## src/rtl/renode_apb3_arbiter.sv

```systemverilog
// Round-robin N:1 APB3 arbiter: serializes requester transfers onto one
// completer port, with an optional wait-state timeout that forces an error.
module renode_apb3_arbiter #(
  parameter int NumRequesters = 2,
  parameter int AddressWidth  = 20,
  parameter int DataWidth     = 32,
  parameter int TimeoutCycles = 0
) (
  input  logic                                       pclk,
  input  logic                                       presetn,
  input  logic [NumRequesters-1:0][AddressWidth-1:0] s_paddr,
  input  logic [NumRequesters-1:0]                   s_psel,
  input  logic [NumRequesters-1:0]                   s_penable,
  input  logic [NumRequesters-1:0]                   s_pwrite,
  input  logic [NumRequesters-1:0][DataWidth-1:0]    s_pwdata,
  output logic [NumRequesters-1:0]                   s_pready,
  output logic [NumRequesters-1:0][DataWidth-1:0]    s_prdata,
  output logic [NumRequesters-1:0]                   s_pslverr,
  output logic [AddressWidth-1:0]                    m_paddr,
  output logic                                       m_psel,
  output logic                                       m_penable,
  output logic                                       m_pwrite,
  output logic [DataWidth-1:0]                       m_pwdata,
  input  logic                                       m_pready,
  input  logic [DataWidth-1:0]                       m_prdata,
  input  logic                                       m_pslverr
);

  localparam int IdxW = (NumRequesters > 1) ? $clog2(NumRequesters) : 1;
  localparam int CntW =
    (TimeoutCycles > 0) ? $clog2(TimeoutCycles + 1) : 1;
  localparam bit TimeoutEn = TimeoutCycles > 0;
  localparam logic [CntW-1:0] WaitLast =
    CntW'(TimeoutEn ? TimeoutCycles - 1 : 0);
  localparam logic [CntW-1:0] WaitMax = CntW'(TimeoutCycles);

  typedef enum logic [1:0] {
    IDLE,
    SETUP,
    ACCESS
  } state_e;

  state_e                  state_q, state_d;
  logic [IdxW-1:0]         rr_q, rr_d;
  logic [IdxW-1:0]         grant_q, grant_d;
  logic [CntW-1:0]         wait_q, wait_d;
  logic [AddressWidth-1:0] addr_q, addr_d;
  logic                    write_q, write_d;
  logic [DataWidth-1:0]    wdata_q, wdata_d;

  logic                    pick_vld;
  logic [IdxW-1:0]         pick_idx;
  logic [IdxW-1:0]         cand;
  logic                    done;
  logic                    forced;

  function automatic logic [IdxW-1:0] wrap_inc(
    input logic [IdxW-1:0] v
  );
    return (int'(v) == NumRequesters - 1) ? '0 : v + IdxW'(1);
  endfunction

  // First requesting index at or above rr_q, wrapping.
  always_comb begin
    pick_vld = 1'b0;
    pick_idx = rr_q;
    cand     = rr_q;
    for (int k = 0; k < NumRequesters; k++) begin
      if (!pick_vld && s_psel[cand]) begin
        pick_vld = 1'b1;
        pick_idx = cand;
      end
      cand = wrap_inc(cand);
    end
  end

  always_comb begin
    state_d = state_q;
    rr_d    = rr_q;
    grant_d = grant_q;
    wait_d  = wait_q;
    addr_d  = addr_q;
    write_d = write_q;
    wdata_d = wdata_q;
    done    = 1'b0;
    forced  = 1'b0;
    unique case (state_q)
      IDLE: begin
        if (pick_vld) begin
          grant_d = pick_idx;
          addr_d  = s_paddr[pick_idx];
          write_d = s_pwrite[pick_idx];
          wdata_d = s_pwdata[pick_idx];
          state_d = SETUP;
        end
      end
      SETUP: begin
        state_d = ACCESS;
        wait_d  = '0;
      end
      ACCESS: begin
        if (m_pready) begin
          done = 1'b1;
        end else if (TimeoutEn && wait_q == WaitLast) begin
          done   = 1'b1;
          forced = 1'b1;
        end else if (wait_q != WaitMax) begin
          wait_d = wait_q + CntW'(1);
        end
        if (done) begin
          state_d = IDLE;
          rr_d    = wrap_inc(grant_q);
        end
      end
      default: state_d = IDLE;
    endcase
  end

  always_ff @(posedge pclk or negedge presetn) begin
    if (!presetn) begin
      state_q <= IDLE;
      rr_q    <= '0;
      grant_q <= '0;
      wait_q  <= '0;
      addr_q  <= '0;
      write_q <= 1'b0;
      wdata_q <= '0;
    end else begin
      state_q <= state_d;
      rr_q    <= rr_d;
      grant_q <= grant_d;
      wait_q  <= wait_d;
      addr_q  <= addr_d;
      write_q <= write_d;
      wdata_q <= wdata_d;
    end
  end

  // Response is routed only to the winner, only in its completion cycle.
  always_comb begin
    s_pready  = '0;
    s_pslverr = '0;
    s_prdata  = '0;
    if (done) begin
      s_pready[grant_q]  = 1'b1;
      s_pslverr[grant_q] = forced | m_pslverr;
      s_prdata[grant_q]  = (forced | write_q) ? '0 : m_prdata;
    end
  end

  assign m_psel    = (state_q != IDLE);
  assign m_penable = (state_q == ACCESS);
  assign m_paddr   = m_psel ? addr_q : '0;
  assign m_pwrite  = m_psel & write_q;
  assign m_pwdata  = (m_psel && write_q) ? wdata_q : '0;

  assert property (@(posedge pclk) disable iff (!presetn)
    (s_penable & ~s_psel) == '0);

endmodule
```

## config.mk

```make
export PLATFORM = sky130hd
export DESIGN_NAME = renode_apb3_arbiter
export DESIGN_NICKNAME = d
export VERILOG_FILES = /design/src/rtl/renode_apb3_arbiter.sv
export SDC_FILE = /design/constraint.sdc
export NUM_CORES = 1
export LEC_CHECK = 0
export ABC_AREA = 1
export BUFFER_PORTS_ARGS = -buffer_cell sky130_fd_sc_hd__buf_4
export CAP_MARGIN = 20
export CELL_PAD_IN_SITES_DETAIL_PLACEMENT = 0
export CELL_PAD_IN_SITES_GLOBAL_PLACEMENT = 2
export CORE_ASPECT_RATIO = 1.75
export CORE_UTILIZATION = 22
export DETAILED_ROUTE_END_ITERATION = 10
export GPL_TIMING_DRIVEN = 0
export PLACE_DENSITY = 0.89
export SKIP_CTS_REPAIR_TIMING = 1
export SYNTH_ARGS = -nofsm -noshare
export SYNTH_HDL_FRONTEND = slang
export SYNTH_SLANG_ARGS = --single-unit
```

## constraint.sdc

```tcl
create_clock -name pclk -period 2.7 [get_ports pclk]
set_clock_uncertainty 0.05 [all_clocks]
set_input_delay 0.405 -clock pclk [delete_from_list [all_inputs] [get_ports pclk]]
set_output_delay 0.405 -clock pclk [all_outputs]
set_load 0.005 [all_outputs]
```

==> results of run 1 <==
-- per-layer routing --
layer	share of wire	vias up
met4	0.025	0
met5	0	-
met3	0.061	21
met1	0.34	2250
met2	0.58	202
li1	-	2560
-- cells by family after synthesis --
kind of cell / after synthesis / share of synthesized area
simple gates: 429 / 0.456
buf+inv: 209 / 0.209
flops: 57 / 0.331
compound gates: 3 / 0.00435
-- flip-flops by register name, summed over array words and instances, names as in the netlist --
name and flops:
wdata_q 32, addr_q 20, state_q 2, rr_q 1, grant_q 1, write_q 1
-- final timing paths --
kind	endpoint	slack (ps)	cells after the start
setup / recovery	s_prdata[7]	380	5
hold / removal	wdata_q[21]$_DFFE_PN0P_	100	1
setup reg to reg	addr_q[19]$_DFFE_PN0P_	1110	7
hold reg to reg	wdata_q[24]$_DFFE_PN0P_	420	2
max in group asynchronous	addr_q[16]$_DFFE_PN0P_	1960	1
min in group pclk	wdata_q[11]$_DFFE_PN0P_	320	5
-- metrics by stage --
| step | worst slack (ps) | hold WS (ps) | area (um^2) | total power [mW] | cells |
|---|---|---|---|---|---|
| global route | 261 | 178 | 6910 | 6.69 | 1220 |
| CTS | 312 | 157 | 6910 | 6.27 | 1220 |
| detailed placement | 686 | 415 | 6610 | 5.06 | 1205 |
| floorplan | 1160 | 59.4 | 4320 | 3.48 | 698 |
| global placement | 702 | 411 | 6610 | 5.04 | 1205 |
| finish | 379 | 95.2 | 6910 | 6.12 | 1220 |
-- worst max-delay path, stage by stage, from the launching register on --
cell	delay, ps
sky130_fd_sc_hd__dfrtp_1	370
sky130_fd_sc_hd__inv_1	170
sky130_fd_sc_hd__buf_1	440
sky130_fd_sc_hd__nand2_1	200
sky130_fd_sc_hd__nor2_1	200
sky130_fd_sc_hd__buf_4	140
-- final cells by class --
cell class	instances	area [um^2]	area share
repair buffers	266	2000	0.289
clock buffers	12	256	0.0371
clock inverters	3	40.0	0.00579
inverters	169	637	0.0922
plain buffers	40	264	0.0382
multi-input cells	432	1990	0.288
well taps	241	302	0.0436
flip-flops and latches	57	1430	0.206
-- cells in the mapped netlist --
cell	instances	area share
sky130_fd_sc_hd__nand2_1	193	0.17
sky130_fd_sc_hd__inv_1	165	0.14
sky130_fd_sc_hd__nand3_1	106	0.12
sky130_fd_sc_hd__nor2_1	91	0.079
sky130_fd_sc_hd__dfrtp_1	57	0.33
sky130_fd_sc_hd__buf_2	23	0.027
sky130_fd_sc_hd__nor2_4	22	0.057
sky130_fd_sc_hd__nor2_2	12	0.017
sky130_fd_sc_hd__buf_4	6	0.010
sky130_fd_sc_hd__buf_6	4	0.010
sky130_fd_sc_hd__buf_1	3	0.0026
sky130_fd_sc_hd__inv_2	3	0.0026
sky130_fd_sc_hd__nand2_2	3	0.0043
sky130_fd_sc_hd__buf_12	2	0.0093
sky130_fd_sc_hd__clkbuf_1	2	0.0017
sky130_fd_sc_hd__a21oi_1	1	0.0012
sky130_fd_sc_hd__inv_4	1	0.0015
sky130_fd_sc_hd__nand2_4	1	0.0026
sky130_fd_sc_hd__nor2_8	1	0.0046
sky130_fd_sc_hd__o21ai_1	1	0.0012
sky130_fd_sc_hd__o21ai_2	1	0.0020
-- layout by cell type (no fill, tap or decap), drive strengths merged --
| cell | instances |
|---|---|
| nor2 | 126 |
| nand2 | 197 |
| o21ai | 2 |
| a21oi | 1 |
| buf | 304 |
| inv | 169 |
| bufinv | 1 |
| nand3 | 106 |
| dfrtp | 57 |
| clkbuf | 14 |
| clkinv | 2 |
-- power by group through the flow --
stage / clock network [mW] / logic [mW] / registers, mW
detailed placement: 0 / 3.53 / 1.54
finish: 1.16 / 3.44 / 1.53
CTS: 1.21 / 3.54 / 1.53
global placement: 0 / 3.51 / 1.53
global route: 1.24 / 3.87 / 1.59
floorplan: 0 / 2.00 / 1.49
==> impl_metrics.sql, run 1 <==
INSERT INTO impl_metrics (metric_group, metric, value, unit) VALUES
('pwr', 'power.switching_fraction', '0.432', ''),
('clock_tree', 'clock_latency', '320', 'ps'),
('floorplanning', 'dieWidth', '108', 'um'),
('clock_tree', 'cts-buffers-inserted', '9', ''),
('worst_setup_path', 'worst_setup_path_category', 'flip-flop to output port', ''),
('sta', 'final.setup.tns', '0', 'ps'),
('pwr', 'sequential_group_share_of_total_power', '0.249', ''),
('clock_tree', 'cts_tree', 'yes', ''),
('finish', 'count_of_antenna_diodes_in_the_layout', '0', ''),
('hold_path', 'min_delay_worst_type', 'input port to async pin', ''),
('sta', 'final-hold-violation-count', '0', ''),
('finish', 'drive_above_1_share', '0.367', ''),
('status', 'run_status', 'finished clean', ''),
('detailed_routing', 'detail_route.wirelength', '17500', 'um'),
('global_routing', 'globalRouteMet3Util', '0.0254', ''),
('global_routing', 'grt_pass1_vias', '4925', ''),
('sta', 'fmax', '431', 'MHz'),
('clock_tree', 'cts_root_buffer', 'sky130_fd_sc_hd__clkbuf_16', ''),
('sta', 'report.final.setup_viol', '0', ''),
('sta', 'timing_max_transition_violations_final', '0', ''),
('pwr', 'peak_vdd_ir', '0.466', 'mV'),
('detailed_routing', 'drtPass1Iterations', '4', ''),
('pwr', 'internal_power_summed_over_all_cells', '3.48', 'mW'),
('flow_run', 'cap_violations', '0', ''),
('detailed_routing', 'initialDrtViolationCount', '158', ''),
('floorplanning', 'placeableCoreArea', '19200', 'um^2'),
('worst_setup_path', 'critical_path.endpoint_type', 'output port', ''),
('global_routing', 'grt_overflow', '0', ''),
('placement', 'gp_routability_congestion', '0.815', ''),
('worst_setup_path', 'critPathArrivalTime', '1870', 'ps'),
('floorplanning', 'top_level_ports', '269', ''),
('synthesis', 'synth_seq_area_share', '0.331', ''),
('finish', 'final_core_util', '0.360', ''),
('floorplanning', 'dieHeight', '187', 'um'),
('detailed_routing', 'vias_per_cell', '4.13', ''),
('synthesis', 'netlist_area', '4320', 'um^2'),
('clock_tree', 'clkSlewWorstSetupHoldPaths', '60', 'ps'),
('clock_tree', 'cts.sink_count', '57', ''),
('clock_tree', 'htree_levels', '3', ''),
('pwr', 'p_switching', '2.64', 'mW'),
('synthesis', 'synth_cell_types', '21', ''),
('pwr', 'power_frac_clock', '0.189', ''),
('synthesis', 'syn_area_cell', '6.18', 'um^2'),
('global_routing', 'met1_usage', '0.160', ''),
('floorplanning', 'total_die_area', '20200', 'um^2'),
('synthesis', 'yosys_register_bits', '57', ''),
('finish', 'fillCellCount', '2211', ''),
('worst_setup_path', 'crit_fanout', '10', ''),
('global_routing', 'grtUsageTotal', '0.172', ''),
('global_routing', 'grt_antenna_before_repair', '0', ''),
('sta', 'headroom_to_the_max_slew_limit', '0.472', ''),
('floorplanning', 'initial_core_util', '0.225', ''),
('placement', 'dp_hpwl', '14100', 'um'),
('worst_setup_path', 'cp-startpoint', 'write_q$_DFFE_PN0P_', ''),
('detailed_routing', 'drt.antenna.violating_nets', '0', ''),
('pwr', 'leakagePower', '4.19', 'nW'),
('pwr', 'share_comb_of_total_power', '0.562', ''),
('global_routing', 'grt_start_max_net_pins', '58', ''),
('synthesis', 'ys_warn_count', '0', ''),
('synthesis', 'synthesis.instances', '698', ''),
('sta', 'timing.final.crit_period', '2320', 'ps'),
('global_routing', 'grtUsageMet2', '0.356', ''),
('synthesis', 'postSynthNetCount', '844', ''),
('global_routing', 'grt_most_used_layer', 'met2', ''),
('pwr', 'power.density_cell_area', '886', 'nW/um^2'),
('finish', 'area_growth_syn_to_layout', '60.1', '%'),
('placement', 'portBuffers', '266', ''),
('clock_tree', 'clock_path_buffers', '2', ''),
('sta', 'unrepaired_setup_endpoints_after_global_routing', 'false', ''),
('detailed_routing', 'drc_errors', '0', ''),
('finish', 'finalNetCount', '1121', ''),
('global_routing', 'grt_pass1_wl', '26000', 'um'),
('sta', 'worstMarginPinSlew', '792', 'ps'),
('floorplanning', 'rows', '67', ''),
('sta', 'timing.final.crit_share', '0.860', ''),
('worst_setup_path', 'worst_setup_path_start_kind', 'flip-flop', ''),
('detailed_routing', 'routed_vias', '5033', ''),
('worst_setup_path', 'critical_r2r_launch', 'rr_q$_DFFE_PN0P_', ''),
('detailed_routing', 'post_drt_wl_per_cell', '14.3', 'um'),
('worst_setup_path', 'worst-endpoint-required', '2250', 'ps');
Power figures use the tool's default switching activity.
==> run 2, diff against run 1 <==
--- a/config.mk
+++ b/config.mk
@@ -5,16 +5,15 @@
 export SDC_FILE = /design/constraint.sdc
 export NUM_CORES = 1
 export LEC_CHECK = 0
-export ABC_AREA = 1
 export BUFFER_PORTS_ARGS = -buffer_cell sky130_fd_sc_hd__buf_4
 export CAP_MARGIN = 20
 export CELL_PAD_IN_SITES_DETAIL_PLACEMENT = 0
 export CELL_PAD_IN_SITES_GLOBAL_PLACEMENT = 2
 export CORE_ASPECT_RATIO = 1.75
-export CORE_UTILIZATION = 22
+export CORE_UTILIZATION = 23
 export DETAILED_ROUTE_END_ITERATION = 10
 export GPL_TIMING_DRIVEN = 0
-export PLACE_DENSITY = 0.89
+export PLACE_DENSITY = 0.91
 export SKIP_CTS_REPAIR_TIMING = 1
 export SYNTH_ARGS = -nofsm -noshare
 export SYNTH_HDL_FRONTEND = slang
==> impl_metrics.sql, run 2 <==
INSERT INTO impl_metrics (metric_group, metric, value, unit) VALUES
('status', 'run_status', 'finished clean', ''),
('pwr', 'power.density_cell_area', '950', 'nW/um^2'),
('sta', 'final.setup.tns', '0', 'ps'),
('sta', 'timing.final.crit_period', '2480', 'ps'),
('floorplanning', 'dieWidth', '100', 'um'),
('worst_setup_path', 'crit_fanout', '10', ''),
('floorplanning', 'dieHeight', '174', 'um'),
('clock_tree', 'cts.sink_count', '57', ''),
('finish', 'reg_top3', 'wdata_q: 32 flops, addr_q: 20 flops, state_q: 2 flops', ''),
('clock_tree', 'clock_path_buffers', '2', ''),
('synthesis', 'synth_top_area_cell', 'sky130_fd_sc_hd__dfrtp_1', ''),
('synthesis', 'synth_cell_types', '22', ''),
('placement', 'portBuffers', '266', ''),
('sta', 'unrepaired_setup_endpoints_after_global_routing', 'false', ''),
('worst_setup_path', 'critical_path.endpoint_type', 'output port', ''),
('sta', 'timing_max_transition_violations_final', '0', ''),
('global_routing', 'grt_start_max_net_pins', '58', ''),
('clock_tree', 'cts_tree', 'yes', ''),
('synthesis', 'synth-simple-area-share', '0.319', ''),
('synthesis', 'synthesis.instances', '495', ''),
('placement', 'gp_routability_congestion', '0.815', ''),
('synthesis', 'synth_seq_area_share', '0.369', ''),
('sta', 'headroom_to_the_max_slew_limit', '0.467', ''),
('detailed_routing', 'post_drt_wl_per_cell', '17.5', 'um'),
('sta', 'worstMarginPinSlew', '799', 'ps'),
('floorplanning', 'total_die_area', '17400', 'um^2'),
('worst_setup_path', 'cp-startpoint', 'state_q[1]$_DFFE_PN0P_', ''),
('detailed_routing', 'vias_per_cell', '4.65', ''),
('synthesis', 'netlist_top_cells_count', '70 x sky130_fd_sc_hd__nor2_1, 57 x sky130_fd_sc_hd__dfrtp_1, 54 x sky130_fd_sc_hd__a21oi_1, 54 x sky130_fd_sc_hd__nand3b_1, 54 x sky130_fd_sc_hd__o21ai_0', ''),
('global_routing', 'grtUsageTotal', '0.200', ''),
('synthesis', 'postSynthNetCount', '641', ''),
('detailed_routing', 'drt.antenna.violating_nets', '0', ''),
('worst_setup_path', 'worst_setup_path_category', 'flip-flop to output port', ''),
('finish', 'mostFrequentLayoutCell', 'sky130_fd_sc_hd__buf_4', ''),
('finish', 'layout.cells.most_common_list', '267 x sky130_fd_sc_hd__buf_4, 70 x sky130_fd_sc_hd__nor2_1, 57 x sky130_fd_sc_hd__dfrtp_1', ''),
('pwr', 'peak_vdd_ir', '0.353', 'mV'),
('floorplanning', 'initial_core_util', '0.235', ''),
('worst_setup_path', 'worst_setup_path_start_kind', 'flip-flop', ''),
('detailed_routing', 'initialDrtViolationCount', '144', ''),
('worst_setup_path', 'critical_r2r_launch', 'rr_q$_DFFE_PN0P_', ''),
('worst_setup_path', 'path_cells', 'nor2_1 -> buf_2 -> clkbuf_1 -> nor2b_1 -> buf_4', ''),
('synthesis', 'edff_count_synth', '0', ''),
('finish', 'finalNetCount', '918', ''),
('synthesis', 'synth_most_common_cell', 'sky130_fd_sc_hd__nor2_1', ''),
('finish', 'registers.top_by_ff_count', 'wdata_q', ''),
('worst_setup_path', 'worst-endpoint-required', '2250', 'ps'),
('synthesis', 'netlist_top_cells_area', 'sky130_fd_sc_hd__dfrtp_1 37%, sky130_fd_sc_hd__nand3b_1 10%, sky130_fd_sc_hd__a31oi_1 8.6%', ''),
('synthesis', 'mux_cell_area_share_after_synthesis', '0.00388', ''),
('pwr', 'report.power.total', '6.10', 'mW'),
('detailed_routing', 'drtPass1Iterations', '4', ''),
('floorplanning', 'rows', '62', ''),
('finish', 'count_of_antenna_diodes_in_the_layout', '0', ''),
('finish', 'area_growth_syn_to_layout', '66.0', '%'),
('sta', 'report.final.setup_viol', '0', ''),
('sta', 'fmax', '403', 'MHz'),
('worst_setup_path', 'crit_slowest_cell', 'sky130_fd_sc_hd__clkbuf_1', ''),
('floorplanning', 'top_level_ports', '269', ''),
('global_routing', 'grt_antenna_before_repair', '0', ''),
('global_routing', 'grt_pass1_wl', '26200', 'um'),
('global_routing', 'grt_overflow', '0', ''),
('finish', 'largest_reg_flops', '32', ''),
('synthesis', 'synth_top_family_by_area', 'simple AND/OR/NAND/NOR gates', ''),
('synthesis', 'yosys_register_bits', '57', ''),
('synthesis', 'dominantRegCellSynth', 'sky130_fd_sc_hd__dfrtp_1', ''),
('flow_run', 'cap_violations', '0', ''),
('finish', 'fillCellCount', '1788', ''),
('sta', 'timing.final.crit_share', '0.918', ''),
('synthesis', 'ys_async_sr_fraction', '1.00', ''),
('floorplanning', 'placeableCoreArea', '16400', 'um^2'),
('clock_tree', 'clock_latency', '320', 'ps'),
('worst_setup_path', 'regToRegSetupSlack', '690', 'ps'),
('clock_tree', 'clkSlewWorstSetupHoldPaths', '50', 'ps'),
('synthesis', 'syn_area_cell', '7.82', 'um^2'),
('worst_setup_path', 'critical-path-max-stage-delay', '410', 'ps'),
('synthesis', 'ys_warn_count', '0', ''),
('detailed_routing', 'detail_route.wirelength', '17500', 'um'),
('placement', 'dp_hpwl', '13500', 'um'),
('synthesis', 'compound_gate_fraction_of_synth_area', '0.231', ''),
('clock_tree', 'htree_levels', '3', ''),
('detailed_routing', 'drc_errors', '0', ''),
('worst_setup_path', 'critPathArrivalTime', '2020', 'ps'),
('pwr', 'leakagePower', '2.91', 'nW'),
('sta', 'final-hold-violation-count', '0', ''),
('detailed_routing', 'routed_vias', '4652', ''),
('finish', 'drive_above_1_share', '0.396', ''),
('synthesis', 'synthXorXnorAreaFrac', '0', ''),
('synthesis', 'netlist_area', '3870', 'um^2'),
('hold_path', 'min_delay_worst_type', 'input port to async pin', ''),
('synthesis', 'post-synth-top-area-fraction', '0.369', ''),
('global_routing', 'grt_pass1_vias', '4735', ''),
('synthesis', 'post_synth_fa_ha_maj_area_fraction', '0', ''),
('clock_tree', 'cts-buffers-inserted', '9', ''),
('clock_tree', 'cts_root_buffer', 'sky130_fd_sc_hd__clkbuf_16', '');
-- run 2: cell types whose count changed after synthesis, sizes merged, moves of 12 or more --
cell,before,now
a21oi,1,54
nor2b,0,22
buf,38,26
nand2,197,0
inv,169,5
clkbuf,2,29
and2,0,33
nor2,126,70
o21ai,2,54
a31oi,0,53
nand3b,0,54
nand3,106,1
nand2b,0,33
-- run 2: per-layer routing --
layer / track usage / vias to the layer above / wire length [um]
met3: 0.0415 / 36 / 1040
li1: - / 2270 / -
met1: 0.193 / 2158 / 6080
met5: 0 / - / 0
met2: 0.389 / 188 / 9700
met4: 0.0972 / 0 / 680
-- run 2: cells by family (layout without fill, tap and decap cells) --
family / Yosys count / in the layout
simple gates: 214 / 214
compound gates: 163 / 163
flops: 57 / 57
buf+inv: 60 / 342
mux: 1 / 1
-- run 2: critical path: cells and delay by family (launching register included) --
family,cells,cell delay (ps)
buffers and inverters,3,880
flip-flops,1,380
AND/OR/NAND/NOR,2,430
-- run 2: metrics by stage --
| stage | instance area [um^2] | utilization | setup WS, ps | hold slack, ps | cells |
|---|---|---|---|---|---|
| 2_1_floorplan | 3870 | - | 1050 | 59.4 | 495 |
| 3_3_place_gp | 6150 | 0.374 | 498 | 422 | 985 |
| 3_5_place_dp | 6150 | 0.374 | 499 | 432 | 985 |
| 4_1_cts | 6420 | 0.390 | 149 | 147 | 1001 |
| 5_1_grt | 6420 | 0.390 | 16.5 | 183 | 1001 |
| 6_report | 6420 | 0.390 | 221 | 99.0 | 1001 |
-- run 2: worst paths after layout --
check	depth (start not counted)	endpoint
setup / recovery	5	m_paddr[11]
hold / removal	1	wdata_q[6]$_DFFE_PN0P_
setup reg to reg	5	wdata_q[14]$_DFFE_PN0P_
hold reg to reg	1	state_q[1]$_DFFE_PN0P_
max in group asynchronous	1	grant_q$_DFFE_PN0P_
min in group pclk	3	wdata_q[26]$_DFFE_PN0P_
-- run 2: report_power, final --
group | switching [mW] | internal, mW | total [mW]
logic | 1.80 | 1.72 | 3.52
clock network | 0.403 | 0.666 | 1.07
registers | 0.219 | 1.30 | 1.51
-- run 2: layout make-up --
cell class	instances	area (um^2)	area share
well taps	224	280	0.0436
clock buffers	13	260	0.0405
flip-flops and latches	57	1430	0.222
repair buffers	266	2000	0.311
inverters	5	18.8	0.00292
multi-input cells	378	2140	0.333
plain buffers	55	283	0.0440
clock inverters	3	15.0	0.00234
==> run 3, diff against run 2 <==
--- a/config.mk
+++ b/config.mk
@@ -13,7 +13,8 @@
 export CORE_UTILIZATION = 23
 export DETAILED_ROUTE_END_ITERATION = 10
 export GPL_TIMING_DRIVEN = 0
-export PLACE_DENSITY = 0.91
+export PLACE_DENSITY = 0.95
+export RECOVER_POWER = 50
 export SKIP_CTS_REPAIR_TIMING = 1
 export SYNTH_ARGS = -nofsm -noshare
 export SYNTH_HDL_FRONTEND = slang
==> impl_metrics.sql, run 3 (synthesis results as in run 2) <==
INSERT INTO impl_metrics (metric_group, metric, value, unit) VALUES
('status', 'run_status', 'finished, violations left', ''),
('status', 'failed_checks', 'capacitance limit, slew limit', ''),
('sta', 'worstMarginPinSlew', '1540', 'ps'),
('finish', 'mostFrequentLayoutCell', 'sky130_fd_sc_hd__buf_4', ''),
('worst_setup_path', 'path_cells', 'nor2_1 -> buf_2 -> clkbuf_1 -> nor2b_1 -> buf_4', ''),
('finish', 'area_growth_syn_to_layout', '66.2', '%'),
('sta', 'timing_max_transition_violations_final', '58', ''),
('finish', 'drive_above_1_share', '0.390', ''),
('flow_run', 'cap_violations', '1', ''),
('detailed_routing', 'drc_errors', '0', ''),
('clock_tree', 'clock_path_buffers', '2', ''),
('worst_setup_path', 'worst_setup_path_category', 'flip-flop to output port', ''),
('pwr', 'power.density_cell_area', '958', 'nW/um^2'),
('placement', 'gp_routability_congestion', '0.835', ''),
('global_routing', 'grt_overflow', '0', ''),
('clock_tree', 'cts_root_buffer', 'sky130_fd_sc_hd__clkbuf_16', ''),
('worst_setup_path', 'path_buf_inv', '3', ''),
('hold_path', 'min_delay_worst_type', 'input port to flip-flop', ''),
('sta', 'final-hold-violation-count', '0', ''),
('clock_tree', 'htree_levels', '3', ''),
('floorplanning', 'placeableCoreArea', '16400', 'um^2'),
('clock_tree', 'clkSlewWorstSetupHoldPaths', '50', 'ps'),
('worst_setup_path', 'critPathArrivalTime', '1970', 'ps'),
('detailed_routing', 'detail_route.wirelength', '17400', 'um'),
('finish', 'fillCellCount', '1759', ''),
('sta', 'report.final.setup_viol', '0', ''),
('worst_setup_path', 'critical-path-max-stage-delay', '410', 'ps'),
('floorplanning', 'dieHeight', '174', 'um'),
('detailed_routing', 'routed_vias', '4700', ''),
('finish', 'layout.cells.most_common_list', '258 x sky130_fd_sc_hd__buf_4, 70 x sky130_fd_sc_hd__nor2_1, 57 x sky130_fd_sc_hd__dfrtp_1', ''),
('worst_setup_path', 'crit_slowest_cell', 'sky130_fd_sc_hd__clkbuf_1', ''),
('detailed_routing', 'vias_per_cell', '4.70', ''),
('detailed_routing', 'post_drt_wl_per_cell', '17.4', 'um'),
('global_routing', 'grt_start_max_net_pins', '58', ''),
('floorplanning', 'dieWidth', '100', 'um'),
('pwr', 'leakagePower', '2.90', 'nW'),
('pwr', 'report.power.total', '6.16', 'mW'),
('global_routing', 'grt_pass1_wl', '26300', 'um'),
('clock_tree', 'clock_latency', '330', 'ps'),
('worst_setup_path', 'worst_setup_path_start_kind', 'flip-flop', ''),
('floorplanning', 'initial_core_util', '0.235', ''),
('global_routing', 'grtUsageTotal', '0.199', ''),
('floorplanning', 'rows', '62', ''),
('placement', 'dp_hpwl', '13600', 'um'),
('clock_tree', 'cts.sink_count', '57', ''),
('global_routing', 'grt_antenna_before_repair', '0', ''),
('sta', 'unrepaired_setup_endpoints_after_global_routing', 'false', ''),
('sta', 'timing.final.crit_share', '0.897', ''),
('worst_setup_path', 'critical_path.endpoint_type', 'output port', ''),
('detailed_routing', 'initialDrtViolationCount', '254', ''),
('sta', 'final.setup.tns', '0', 'ps'),
('detailed_routing', 'drt.antenna.violating_nets', '0', ''),
('floorplanning', 'top_level_ports', '269', ''),
('sta', 'headroom_to_the_max_slew_limit', '-0.0291', ''),
('finish', 'finalNetCount', '918', ''),
('worst_setup_path', 'worst-endpoint-required', '2250', 'ps'),
('placement', 'portBuffers', '266', ''),
('finish', 'largest_reg_flops', '32', ''),
('clock_tree', 'cts-buffers-inserted', '9', ''),
('worst_setup_path', 'crit_fanout', '10', ''),
('floorplanning', 'total_die_area', '17400', 'um^2'),
('clock_tree', 'cts_tree', 'yes', ''),
('pwr', 'peak_vdd_ir', '0.400', 'mV'),
('worst_setup_path', 'critPathTopFamily', 'buffers and inverters', ''),
('global_routing', 'grt_pass1_vias', '4745', ''),
('sta', 'fmax', '413', 'MHz'),
('sta', 'timing.final.crit_period', '2420', 'ps'),
('finish', 'reg_top3', 'wdata_q: 32 flops, addr_q: 20 flops, state_q: 2 flops', ''),
('detailed_routing', 'drtPass1Iterations', '4', ''),
('finish', 'registers.top_by_ff_count', 'wdata_q', ''),
('finish', 'count_of_antenna_diodes_in_the_layout', '0', '');
==> run 3: cell count changes in the layout (fill, tap and decap cells not counted), sizes merged <==
cell / delta
clkinv: -1
buf: -12
clkbuf: +11
bufinv: +1
==> run 3: path summary, 6_finish.rpt <==
kind                                   startpoint                 endpoint  slack, ps  cells past startpoint
max                        state_q[1]$_DFFE_PN0P_               m_paddr[6]        280                      5
min                                      m_pready         rr_q$_DFFE_PN0P_        300                      3
max in group asynchronous                 presetn      grant_q$_DFFE_PN0P_       1260                      1
min reg2reg                state_q[1]$_DFFE_PN0P_   state_q[1]$_DFFE_PN0P_        440                      1
min in group asynchronous                 presetn  wdata_q[14]$_DFFE_PN0P_        370                      1
max reg2reg                      rr_q$_DFFE_PN0P_  wdata_q[13]$_DFFE_PN0P_        410                      5
==> run 3: tightest hold or removal path: cells and delay by family <==
kind | cells | cell delay, ps
and+or+nand+nor | 1 | 80
buffers and inverters | 1 | 90
AOI/OAI and AO/OA | 1 | 50
==> run 3: final cells by class <==
class / count / area [um^2] / area share
Clock inverter: 3 / 40.0 / 0.00623
Tap cell: 224 / 280 / 0.0436
Timing Repair Buffer: 266 / 1990 / 0.310
Inverter: 5 / 18.8 / 0.00292
Buffer: 55 / 278 / 0.0432
Multi-Input combinational cell: 378 / 2140 / 0.333
Clock buffer: 12 / 256 / 0.0399
Sequential cell: 57 / 1430 / 0.222
==> run 3: metrics by stage <==
stage	setup slack, ps	hold WS [ps]	std cells	area, um^2	util
detailed placement	474	443	985	6150	0.374
global placement	461	420	985	6150	0.374
CTS	179	132	1000	6440	0.392
finish	277	298	1000	6430	0.391
global route	49.9	304	1000	6430	0.391
floorplan	1050	59.4	495	3870	-
==> run 3: metal layers <==
layer	wire, um	GRT usage	up-vias
met5	0	0	-
met4	709	0.0972	0
met3	1160	0.0423	39
met2	9380	0.380	218
met1	6110	0.199	2177
li1	-	-	2266
==> run 3: report_power, final <==
group          total, mW  internal, mW  switching, mW
clock network       1.16         0.756          0.403
registers           1.52          1.30          0.224
logic               3.48          1.70           1.78
